===== config.mk =====
export PLATFORM = sky130hd
export DESIGN_NAME = regfile_ctrl_flat
export DESIGN_NICKNAME = d
export VERILOG_FILES = /design/src/rtl/regfile_ctrl_pkg.sv /design/src/rtl/regfile_ctrl_if.sv /design/src/rtl/rr_arbiter2.sv /design/src/rtl/regfile_ctrl.sv /design/src/flat_wrapper.sv
export SDC_FILE = /design/constraint.sdc
export NUM_CORES = 1
export LEC_CHECK = 0
export CORE_AREA = 2 2 135 137
export DETAILED_ROUTE_END_ITERATION = 10
export DIE_AREA = 0 0 137 139
export PLACE_DENSITY = 0.55
export REMOVE_ABC_BUFFERS = 1
export SLEW_MARGIN = 25
export SYNTH_ARGS = -nofsm -noshare
export SYNTH_HDL_FRONTEND = slang
export SYNTH_SLANG_ARGS = --single-unit

===== constraint.sdc =====
create_clock -name clk -period 1.65 [get_ports clk]
set_input_delay 0.2475 -clock clk [delete_from_list [all_inputs] [get_ports clk]]
set_output_delay 0.2475 -clock clk [all_outputs]
set_load 0.005 [all_outputs]

===== src/rtl/regfile_ctrl_pkg.sv =====
// Shared types and constants for the register-file sequencer/arbiter.
//   state_t : controller state (sweeping zeros vs. serving requesters)
//   NREQ    : number of requesters sharing the register file
package regfile_ctrl_pkg;

    localparam int unsigned NREQ = 2;

    typedef enum logic [0:0] {
        ST_CLEAR = 1'b0,
        ST_RUN   = 1'b1
    } state_t;

endpackage


===== src/rtl/regfile_ctrl_if.sv =====
// Requester-side bus of regfile_ctrl: per-requester request fields packed
// requester i at [i*W +: W], a per-requester grant and a shared tagged response.
//   master : the requesters (drive req_*, receive req_ready and rsp_*)
//   slave  : the controller
interface regfile_ctrl_if #(
    parameter int unsigned N = 32,
    parameter int unsigned M = 2
);
    import regfile_ctrl_pkg::*;

    logic [NREQ-1:0]   req_valid;
    logic [NREQ-1:0]   req_ready;
    logic [NREQ*M-1:0] req_ra;
    logic [NREQ*M-1:0] req_rb;
    logic [NREQ-1:0]   req_we;
    logic [NREQ*M-1:0] req_wa;
    logic [NREQ*N-1:0] req_wd;
    logic [NREQ*N-1:0] req_wmask;
    logic              rsp_valid;
    logic              rsp_id;
    logic [N-1:0]      rsp_v1;
    logic [N-1:0]      rsp_v2;

    modport master (
        output req_valid, req_ra, req_rb, req_we, req_wa, req_wd, req_wmask,
        input  req_ready, rsp_valid, rsp_id, rsp_v1, rsp_v2
    );

    modport slave (
        input  req_valid, req_ra, req_rb, req_we, req_wa, req_wd, req_wmask,
        output req_ready, rsp_valid, rsp_id, rsp_v1, rsp_v2
    );

endinterface


===== src/rtl/rr_arbiter2.sv =====
// Two-way round-robin arbiter with a combinational one-hot grant.
//   clk, rst : clock, synchronous active-high reset (prio -> requester 0)
//   req      : request vector
//   en       : arbitration enable; no grant and no priority change when low
//   gnt      : one-hot grant
//   gnt_id   : index of the granted requester (meaningful when |gnt)
module rr_arbiter2 (
    input  logic       clk,
    input  logic       rst,
    input  logic [1:0] req,
    input  logic       en,
    output logic [1:0] gnt,
    output logic       gnt_id
);

    logic prio;

    always_comb begin
        gnt = 2'b00;
        if (en) begin
            case (req)
                2'b01:   gnt = 2'b01;
                2'b10:   gnt = 2'b10;
                2'b11:   gnt = prio ? 2'b10 : 2'b01;
                default: gnt = 2'b00;
            endcase
        end
        gnt_id = gnt[1];
    end

    // Winner drops to lowest priority.
    always_ff @(posedge clk) begin
        if (rst) begin
            prio <= 1'b0;
        end else if (en && (req != 2'b00)) begin
            prio <= ~gnt_id;
        end
    end

endmodule


===== src/rtl/regfile_ctrl.sv =====
// Sequencer/arbiter in front of a 2-read/1-write register file.
// After reset (or clr) it sweeps zeros through registers 1..2^M-1, then
// serves two requesters round-robin, one request per cycle, and tags the
// 1-cycle-latency read data with the owning requester. Writes to register 0
// are suppressed.
//   clk, rst        : clock, synchronous active-high reset
//   clr             : restart the clear sweep
//   busy            : high while sweeping
//   bus             : requester interface (slave side)
//   rf_r1/r2/w1     : register file read/write addresses
//   rf_mask/wf/w    : register file write mask, write flag, write data
//   rf_v1/v2        : register file read data (one cycle after address)
module regfile_ctrl
    import regfile_ctrl_pkg::*;
#(
    parameter int unsigned N = 32,
    parameter int unsigned M = 2
) (
    input  logic         clk,
    input  logic         rst,
    input  logic         clr,
    output logic         busy,
    regfile_ctrl_if.slave bus,
    output logic [M-1:0] rf_r1,
    output logic [M-1:0] rf_r2,
    output logic [M-1:0] rf_w1,
    output logic [N-1:0] rf_mask,
    output logic         rf_wf,
    output logic [N-1:0] rf_w,
    input  logic [N-1:0] rf_v1,
    input  logic [N-1:0] rf_v2
);

    localparam logic [M-1:0] IDX_LAST  = {M{1'b1}};
    localparam logic [M-1:0] IDX_FIRST = M'(1);

    state_t       state;
    logic [M-1:0] idx;
    logic         rsp_valid_q;
    logic         rsp_id_q;
    logic [1:0]   gnt;
    logic         gnt_id;
    logic [M-1:0] wa_g;

    rr_arbiter2 u_arb (
        .clk    (clk),
        .rst    (rst),
        .req    (bus.req_valid),
        .en     (state == ST_RUN),
        .gnt    (gnt),
        .gnt_id (gnt_id)
    );

    assign busy          = (state == ST_CLEAR);
    assign bus.req_ready = gnt;
    assign bus.rsp_valid = rsp_valid_q;
    assign bus.rsp_id    = rsp_id_q;
    assign bus.rsp_v1    = rf_v1;
    assign bus.rsp_v2    = rf_v2;

    assign wa_g = gnt_id ? bus.req_wa[M +: M] : bus.req_wa[0 +: M];

    always_comb begin
        rf_r1   = '0;
        rf_r2   = '0;
        rf_w1   = '0;
        rf_mask = '0;
        rf_wf   = 1'b0;
        rf_w    = '0;
        unique case (state)
            ST_CLEAR: begin
                rf_wf   = 1'b1;
                rf_w1   = idx;
                rf_mask = '1;
            end
            ST_RUN: begin
                if (gnt != 2'b00) begin
                    rf_r1   = gnt_id ? bus.req_ra[M +: M]    : bus.req_ra[0 +: M];
                    rf_r2   = gnt_id ? bus.req_rb[M +: M]    : bus.req_rb[0 +: M];
                    rf_w1   = wa_g;
                    rf_w    = gnt_id ? bus.req_wd[N +: N]    : bus.req_wd[0 +: N];
                    rf_mask = gnt_id ? bus.req_wmask[N +: N] : bus.req_wmask[0 +: N];
                    // Register 0 is hardwired to zero: address/data still shown.
                    rf_wf   = bus.req_we[gnt_id] && (wa_g != '0);
                end
            end
            default: ;
        endcase
    end

    always_ff @(posedge clk) begin
        if (rst) begin
            state       <= ST_CLEAR;
            idx         <= IDX_FIRST;
            rsp_valid_q <= 1'b0;
            rsp_id_q    <= 1'b0;
        end else begin
            unique case (state)
                ST_CLEAR: begin
                    rsp_valid_q <= 1'b0;
                    if (clr) begin
                        idx <= IDX_FIRST;
                    end else if (idx == IDX_LAST) begin
                        state <= ST_RUN;
                    end else begin
                        idx <= idx + M'(1);
                    end
                end
                ST_RUN: begin
                    // A grant in the same cycle as clr still gets its response.
                    rsp_valid_q <= (gnt != 2'b00);
                    rsp_id_q    <= gnt_id;
                    if (clr) begin
                        state <= ST_CLEAR;
                        idx   <= IDX_FIRST;
                    end
                end
                default: state <= ST_CLEAR;
            endcase
        end
    end

endmodule


===== src/flat_wrapper.sv =====
// flat-port wrapper written by rule: the top's interface ports become plain ports
module regfile_ctrl_flat import regfile_ctrl_pkg::*;
#(
    parameter int unsigned N = 32,
    parameter int unsigned M = 2
)
  (clk, rst, clr, busy, rf_r1, rf_r2, rf_w1, rf_mask, rf_wf, rf_w, rf_v1, rf_v2, bus_req_valid, bus_req_ra, bus_req_rb, bus_req_we, bus_req_wa, bus_req_wd, bus_req_wmask, bus_req_ready, bus_rsp_valid, bus_rsp_id, bus_rsp_v1, bus_rsp_v2);
  regfile_ctrl_if #(.N(N), .M(M)) bus_i ();
  input  logic clk;
  input  logic rst;
  input  logic clr;
  output logic busy;
  output logic [M-1:0] rf_r1;
  output logic [M-1:0] rf_r2;
  output logic [M-1:0] rf_w1;
  output logic [N-1:0] rf_mask;
  output logic rf_wf;
  output logic [N-1:0] rf_w;
  input  logic [N-1:0] rf_v1;
  input  logic [N-1:0] rf_v2;
  input wire logic [$bits(bus_i.req_valid)-1:0] bus_req_valid;
  input wire logic [$bits(bus_i.req_ra)-1:0] bus_req_ra;
  input wire logic [$bits(bus_i.req_rb)-1:0] bus_req_rb;
  input wire logic [$bits(bus_i.req_we)-1:0] bus_req_we;
  input wire logic [$bits(bus_i.req_wa)-1:0] bus_req_wa;
  input wire logic [$bits(bus_i.req_wd)-1:0] bus_req_wd;
  input wire logic [$bits(bus_i.req_wmask)-1:0] bus_req_wmask;
  output wire logic [$bits(bus_i.req_ready)-1:0] bus_req_ready;
  output wire logic [$bits(bus_i.rsp_valid)-1:0] bus_rsp_valid;
  output wire logic [$bits(bus_i.rsp_id)-1:0] bus_rsp_id;
  output wire logic [$bits(bus_i.rsp_v1)-1:0] bus_rsp_v1;
  output wire logic [$bits(bus_i.rsp_v2)-1:0] bus_rsp_v2;
  assign bus_i.req_valid = bus_req_valid;
  assign bus_i.req_ra = bus_req_ra;
  assign bus_i.req_rb = bus_req_rb;
  assign bus_i.req_we = bus_req_we;
  assign bus_i.req_wa = bus_req_wa;
  assign bus_i.req_wd = bus_req_wd;
  assign bus_i.req_wmask = bus_req_wmask;
  assign bus_req_ready = bus_i.req_ready;
  assign bus_rsp_valid = bus_i.rsp_valid;
  assign bus_rsp_id = bus_i.rsp_id;
  assign bus_rsp_v1 = bus_i.rsp_v1;
  assign bus_rsp_v2 = bus_i.rsp_v2;
  regfile_ctrl #(.N(N), .M(M)) u_core (.clk(clk), .rst(rst), .clr(clr), .busy(busy), .bus(bus_i), .rf_r1(rf_r1), .rf_r2(rf_r2), .rf_w1(rf_w1), .rf_mask(rf_mask), .rf_wf(rf_wf), .rf_w(rf_w), .rf_v1(rf_v1), .rf_v2(rf_v2));
endmodule

Word-level counts from Yosys, hierarchy flattened

Index checks and enable logic that the tools add are counted.

Equal/unequal tests: 6
Add/sub/neg operators: 1
Multiplexer cells: 31
Bitwise logic cells: 2
Magnitude comparators: 1
Reductions and logical operators: 6

Operators by type and width:

| operator                                                              | count |
|---|---|
| 32-bit 2-to-1 mux                                                     | 5 |
| 32-bit case mux with 2 select lines                                   | 1 |
| 2-bit 2-to-1 mux                                                      | 13 |
| 2-bit case mux with 2 select lines                                    | 2 |
| 2-bit == test (second input constant)                                 | 3 |
| 1-bit 2-to-1 mux                                                      | 6 |
| 1-bit case mux with 2 select lines                                    | 3 |
| 2-bit case mux with 3 select lines                                    | 1 |
| 2-bit nonzero test                                                    | 3 |
| 3-bit inequality test (second input constant)                         | 1 |
| 2-bit by 1-bit adder with 2-bit output (second input constant)        | 1 |
| 2-bit by 1-bit == test with 1-bit output (second input constant)      | 1 |
| 1-bit logical AND                                                     | 2 |
| 1-bit by 2-bit < comparator with 1-bit output (second input constant) | 1 |
| 2-bit inequality test (second input constant)                         | 1 |
| 1-bit inverter                                                        | 2 |
| 2-bit AND reduction                                                   | 1 |

Register bits: 6
Output and inout bits: 140

Depth between registers and ports, before layout

Depth in word-level cells: 8
Depth in mapped cells: 6
Gate-level depth less buffers: 4

Cells and area by module

A second synthesis with hierarchy kept.

Cells, all modules: 256
Area, all modules: 1904.3 µm²

Modules (own cells, without submodules):

| module       | instances | seq. area each (µm²) | cells each | area an instance (µm²) |
|---|---|---|---|---|
| regfile_ctrl | 1         | 100.1                | 247        | 1841.8 |
| rr_arbiter2  | 1         | 20.0                 | 9          | 62.6 |

Worst setup path after synthesis

No wires, ideal clock.

Kind: reg2out
From: register u_core.u_arb.prio
To: output port rf_r2[0]
Slack: 335 ps
Cell stages (with the launch flop): 6
Path buffers: 2
Data arrival time: 1068 ps
Required time: 1402 ps
Cells stage by stage: dfxtp_1 -> and2b_4 -> buf_6 -> buf_4 -> o21ai_1 -> a21oi_1

Cells in the longest elaborated chain, start to end: 6
Elaborated cells on any way between the ends: 7
Those cells by class: mux (6); reduce/logical (1)

RTL lines:

| what                                                          | RTL line                               | RTL |
|---|---|---|
| start, declared                                               | rr_arbiter2.sv:16                      | `logic prio;` |
| start signal, assigned                                        | rr_arbiter2.sv:36                      | `prio <= ~gnt_id;` |
| 2-bit 2-to-1 mux *                                            | rr_arbiter2.sv:24                      | `2'b11: gnt = prio ? 2'b10 : 2'b01;` |
| 2-bit case mux with 3 select lines *                          | rr_arbiter2.sv:21                      | `case (req)` |
| 2-bit 2-to-1 mux *                                            | rr_arbiter2.sv:20                      | `if (en) begin` |
| 2-bit 2-to-1 mux / 2-bit nonzero test (equally long branches) | regfile_ctrl.sv:79, regfile_ctrl.sv:77 |  |
| 2-bit 2-to-1 mux *                                            | regfile_ctrl.sv:77                     | `if (gnt != 2'b00) begin` |
| 2-bit 2-to-1 mux *                                            | regfile_ctrl.sv:70                     | `unique case (state)` |
| end, declared                                                 | flat_wrapper.sv:14                     | `output logic [M-1:0] rf_r2;` |

Mark *: on every way between the ends. The rest lies on a longest branch, timed or not.

Final worst setup path

From: register u_core.u_arb.prio
To: output port rf_w[27]

Cells in the longest elaborated chain, start to end: 6
Elaborated cells on any way between the ends: 7
Those cells by class: mux (6); reduce/logical (1)

RTL lines:

| what                                                           | RTL line                               | RTL |
|---|---|---|
| 2-bit 2-to-1 mux *                                             | rr_arbiter2.sv:24                      |  |
| 2-bit case mux with 3 select lines *                           | rr_arbiter2.sv:21                      |  |
| 2-bit 2-to-1 mux *                                             | rr_arbiter2.sv:20                      |  |
| 32-bit 2-to-1 mux / 2-bit nonzero test (equally long branches) | regfile_ctrl.sv:81, regfile_ctrl.sv:77 |  |
| 32-bit 2-to-1 mux *                                            | regfile_ctrl.sv:77                     |  |
| 32-bit 2-to-1 mux *                                            | regfile_ctrl.sv:70                     |  |
| end, declared                                                  | flat_wrapper.sv:18                     | `output logic [N-1:0] rf_w;` |

Marked as above.

==> flow_metrics.py <==
metrics = {
    "synthesis": {
        "netlist_area_um2": 2210,
        "ys_warn_count": 0,
        "syn_avg_cell_area_um2": 6.295,
        "ys_ff_latch": 6,
        "synthCells": 351,
        "synth.distinct_cells": 34,
        "async_flop_share_pct": 0,
        "seq_area_frac_synth_pct": 5.436,
        "ys.flop_type": "dfxtp_1",
        "synth-edff-count": 0,
    },
    "power_and_ir_drop": {
        "p_per_area_nw_per_um2": 330.6,
        "peakVddDrop_mv": 0.2652,
        "leakagePower_nw": 1.879,
        "power.total_mw": 1.684,
    },
    "status": {
        "violations": "negative setup slack",
        "status": "complete, but fails checks",
    },
    "floorplan": {
        "die-area_um2": 19040,
        "die_w_um": 137,
        "start_util_pct": 12.51,
        "rows": 49,
        "ios": 351,
        "die_h_um": 139,
        "coreArea_um2": 17660,
    },
    "timing": {
        "final_hold_viol_count": 0,
        "finalSetupTns_ns": -6.212,
        "min_period_ns": 1.841,
        "clock.fmax_mhz": 543.3,
        "tightest_slew_ns": 0.2971,
        "setup_viol": 70,
        "relSlewSlack_pct": 80.19,
        "fin_ws_ns": -0.1907,
        "period_share_pct": 111.6,
        "rsz0062_at_grt": "true",
        "finalClockSkew_ns": 0.0007110,
        "final_max_slew_viol_count": 0,
    },
    "clock_tree": {
        "ctsRootBufferMaster": "clkbuf_16",
        "cts_tree": "done",
        "cts_buffers": 3,
        "clk-insertion-delay-late_ns": 0.23,
        "cts.sink_count": 6,
        "h-tree-depth": 1,
        "clk_pin_slew_ns": 0.03,
        "clock_path_buffers": 2,
    },
    "setup_path": {
        "ff2ff_path_depth": 4,
        "critPathCaptureType": "primary output",
        "worst_ep_arrival_time_ns": 1.59,
        "crit_type": "reg -> out",
        "r2r_end": "u_core.idx[0]",
        "critPathRequiredTime_ns": 1.40,
        "rrSetupSlack_ns": 0.39,
        "cp_max_fo": 6,
        "start_kind": "register",
        "r2r-start": "u_core.state",
    },
    "routing": {
        "first_iter_violations": 83,
        "wl_mm": 17.27,
        "detail_route.wl_per_cell_um": 22.40,
        "first_pass_iters": 4,
        "routed_via_density": 4.502,
        "drc": 0,
        "antenna_left": 0,
        "via_count": 3471,
    },
    "place": {
        "numPortBuffers": 222,
        "globalplace.congestion": 0.7457,
        "dp.final_hpwl_mm": 12.16,
    },
    "min_path": {
        "hold_path.class": "reg -> reg",
        "hp-start": "u_core.bus.rsp_id",
        "hold_depth": 2,
        "hold_end": "u_core.bus.rsp_id",
    },
    "layout": {
        "multi_input_comb_area_um2": 1794,
        "ff_latch_area_um2": 125.1,
        "fill_cells": 1926,
        "final_nets": 756,
        "drive_gt1_share_pct": 45.20,
        "area_growth_pct": 130.6,
        "diodes": 0,
    },
    "run": {
        "cap_violations": 0,
    },
    "grt": {
        "grt_max_degree": 40,
        "grt_pass1_vias": 3384,
        "grt_overflow_total": 0,
        "grt_pass1_wl_mm": 22.36,
        "grt_use_total_pct": 16.05,
        "grt_antenna_before_repair": 0,
    },
}
## where the power goes
part           total [mW]  leakage [nW]  internal, mW  switching [mW]
combinational        1.13          1.79         0.664           0.468
sequential          0.159        0.0502         0.152         0.00671
clock               0.393        0.0370         0.311          0.0820
## cells in the mapped netlist (2+ instances only)
library cell  count  area (um^2)
buf_4            73        548.0
nand3_1          71        355.3
nand2_1          34        127.6
o211ai_1         32        240.2
o21ai_1          30        150.1
a21oi_2          20        175.2
a21oi_1          18        90.09
buf_2            16        80.08
clkbuf_1         11        41.29
dfxtp_1           6        120.1
o21ai_0           6        30.03
buf_6             5        56.30
inv_1             4        15.01
nand4_1           2        12.51
nor2_1            2        7.510
nor3_1            2        10.01
o221ai_1          2        17.52
## stage by stage
step / cell area [um^2] / utilization (%) / hold slack [ns] / cells / setup WS (ns)
2_1_floorplan: 1484 / - / 0.3166 / 246 / -0.7816
3_3_place_gp: 4467 / 25.30 / 0.4507 / 742 / -0.8858
3_5_place_dp: 4467 / 25.30 / 0.4573 / 742 / -0.9185
4_1_cts: 4816 / 27.27 / 0.4622 / 769 / -0.2419
5_1_grt: 5095 / 28.85 / 0.4739 / 771 / -0.2517
6_report: 5095 / 28.85 / 0.4549 / 771 / -0.1907
## cells in the final DEF, fill, tap and decap left out, drive strengths merged, types with 2 or more instances in the layout
cell type and count:
a21oi 38, dfxtp 6, nand2 35, o221ai 2, o21ai 36, o211ai 32
nand4 2, nor3 2, nand3 71, buf 137, nor2 5, inv 5
clkbuf 9, clkdlybuf4s50 147
## state kept, by name, summed over array words and instances, names as in the netlist
name / count
u_core.bus.rsp_valid: 1
u_core.idx: 2
u_core.u_arb.prio: 1
u_core.state: 1
u_core.bus.rsp_id: 1
## how the worst max path moves through the flow
stage	startpoint	to	depth (start not counted)
2_1_floorplan	u_core.u_arb.prio	rf_wf	3
3_3_place_gp	bus_req_valid[0]	rf_w1[1]	5
3_5_place_dp	bus_req_valid[0]	rf_w1[0]	5
4_1_cts	u_core.u_arb.prio	rf_wf	7
5_1_grt	u_core.u_arb.prio	rf_w[27]	8
6_report	u_core.u_arb.prio	rf_w[27]	8
## kinds of logic after synthesis
group                      after synthesis  share of synthesized area (%)
AOI/OAI and AO/OA                      112                          33.30
buffers and inverters                  110                          33.69
and+or+nand+nor                        120                          26.16
xor gates and xnor gates                 1                         0.3964
DFF                                      6                          5.436
adders and majority gates                1                         0.5662
muxes                                    1                         0.4530
## final cells by class
type	count	share of cell area, %
Clock buffer	3	1.473
Inverter	5	0.3684
Multi-Input combinational cell	236	35.22
Sequential cell	6	2.456
Tap cell	229	5.624
Timing Repair Buffer	292	54.86
## critical path, cell delays in order (launching register included)
cell	delay (ns)
dfxtp_2	0.32
and2b_4	0.31
buf_12	0.14
buf_8	0.10
buf_8	0.12
buf_6	0.10
o21ai_2	0.05
a21oi_2	0.11
buf_2	0.12
## timing repair
item	CTS	global route
hold buffers	0	0
gates resized for setup	304	119
setup endpoints to repair	73	73
pin swaps	22	48
cloned	6	3
buffers inserted	20	2
## metal layers
layer	up-vias	wire, um	global-route usage [%]
met5	-	266	11.11
met4	6	104	1.682
met3	13	3615	15.57
met2	321	7022	22.70
met1	1546	6262	17.00
li1	1585	-	-
Power figures use the tool's default switching activity.
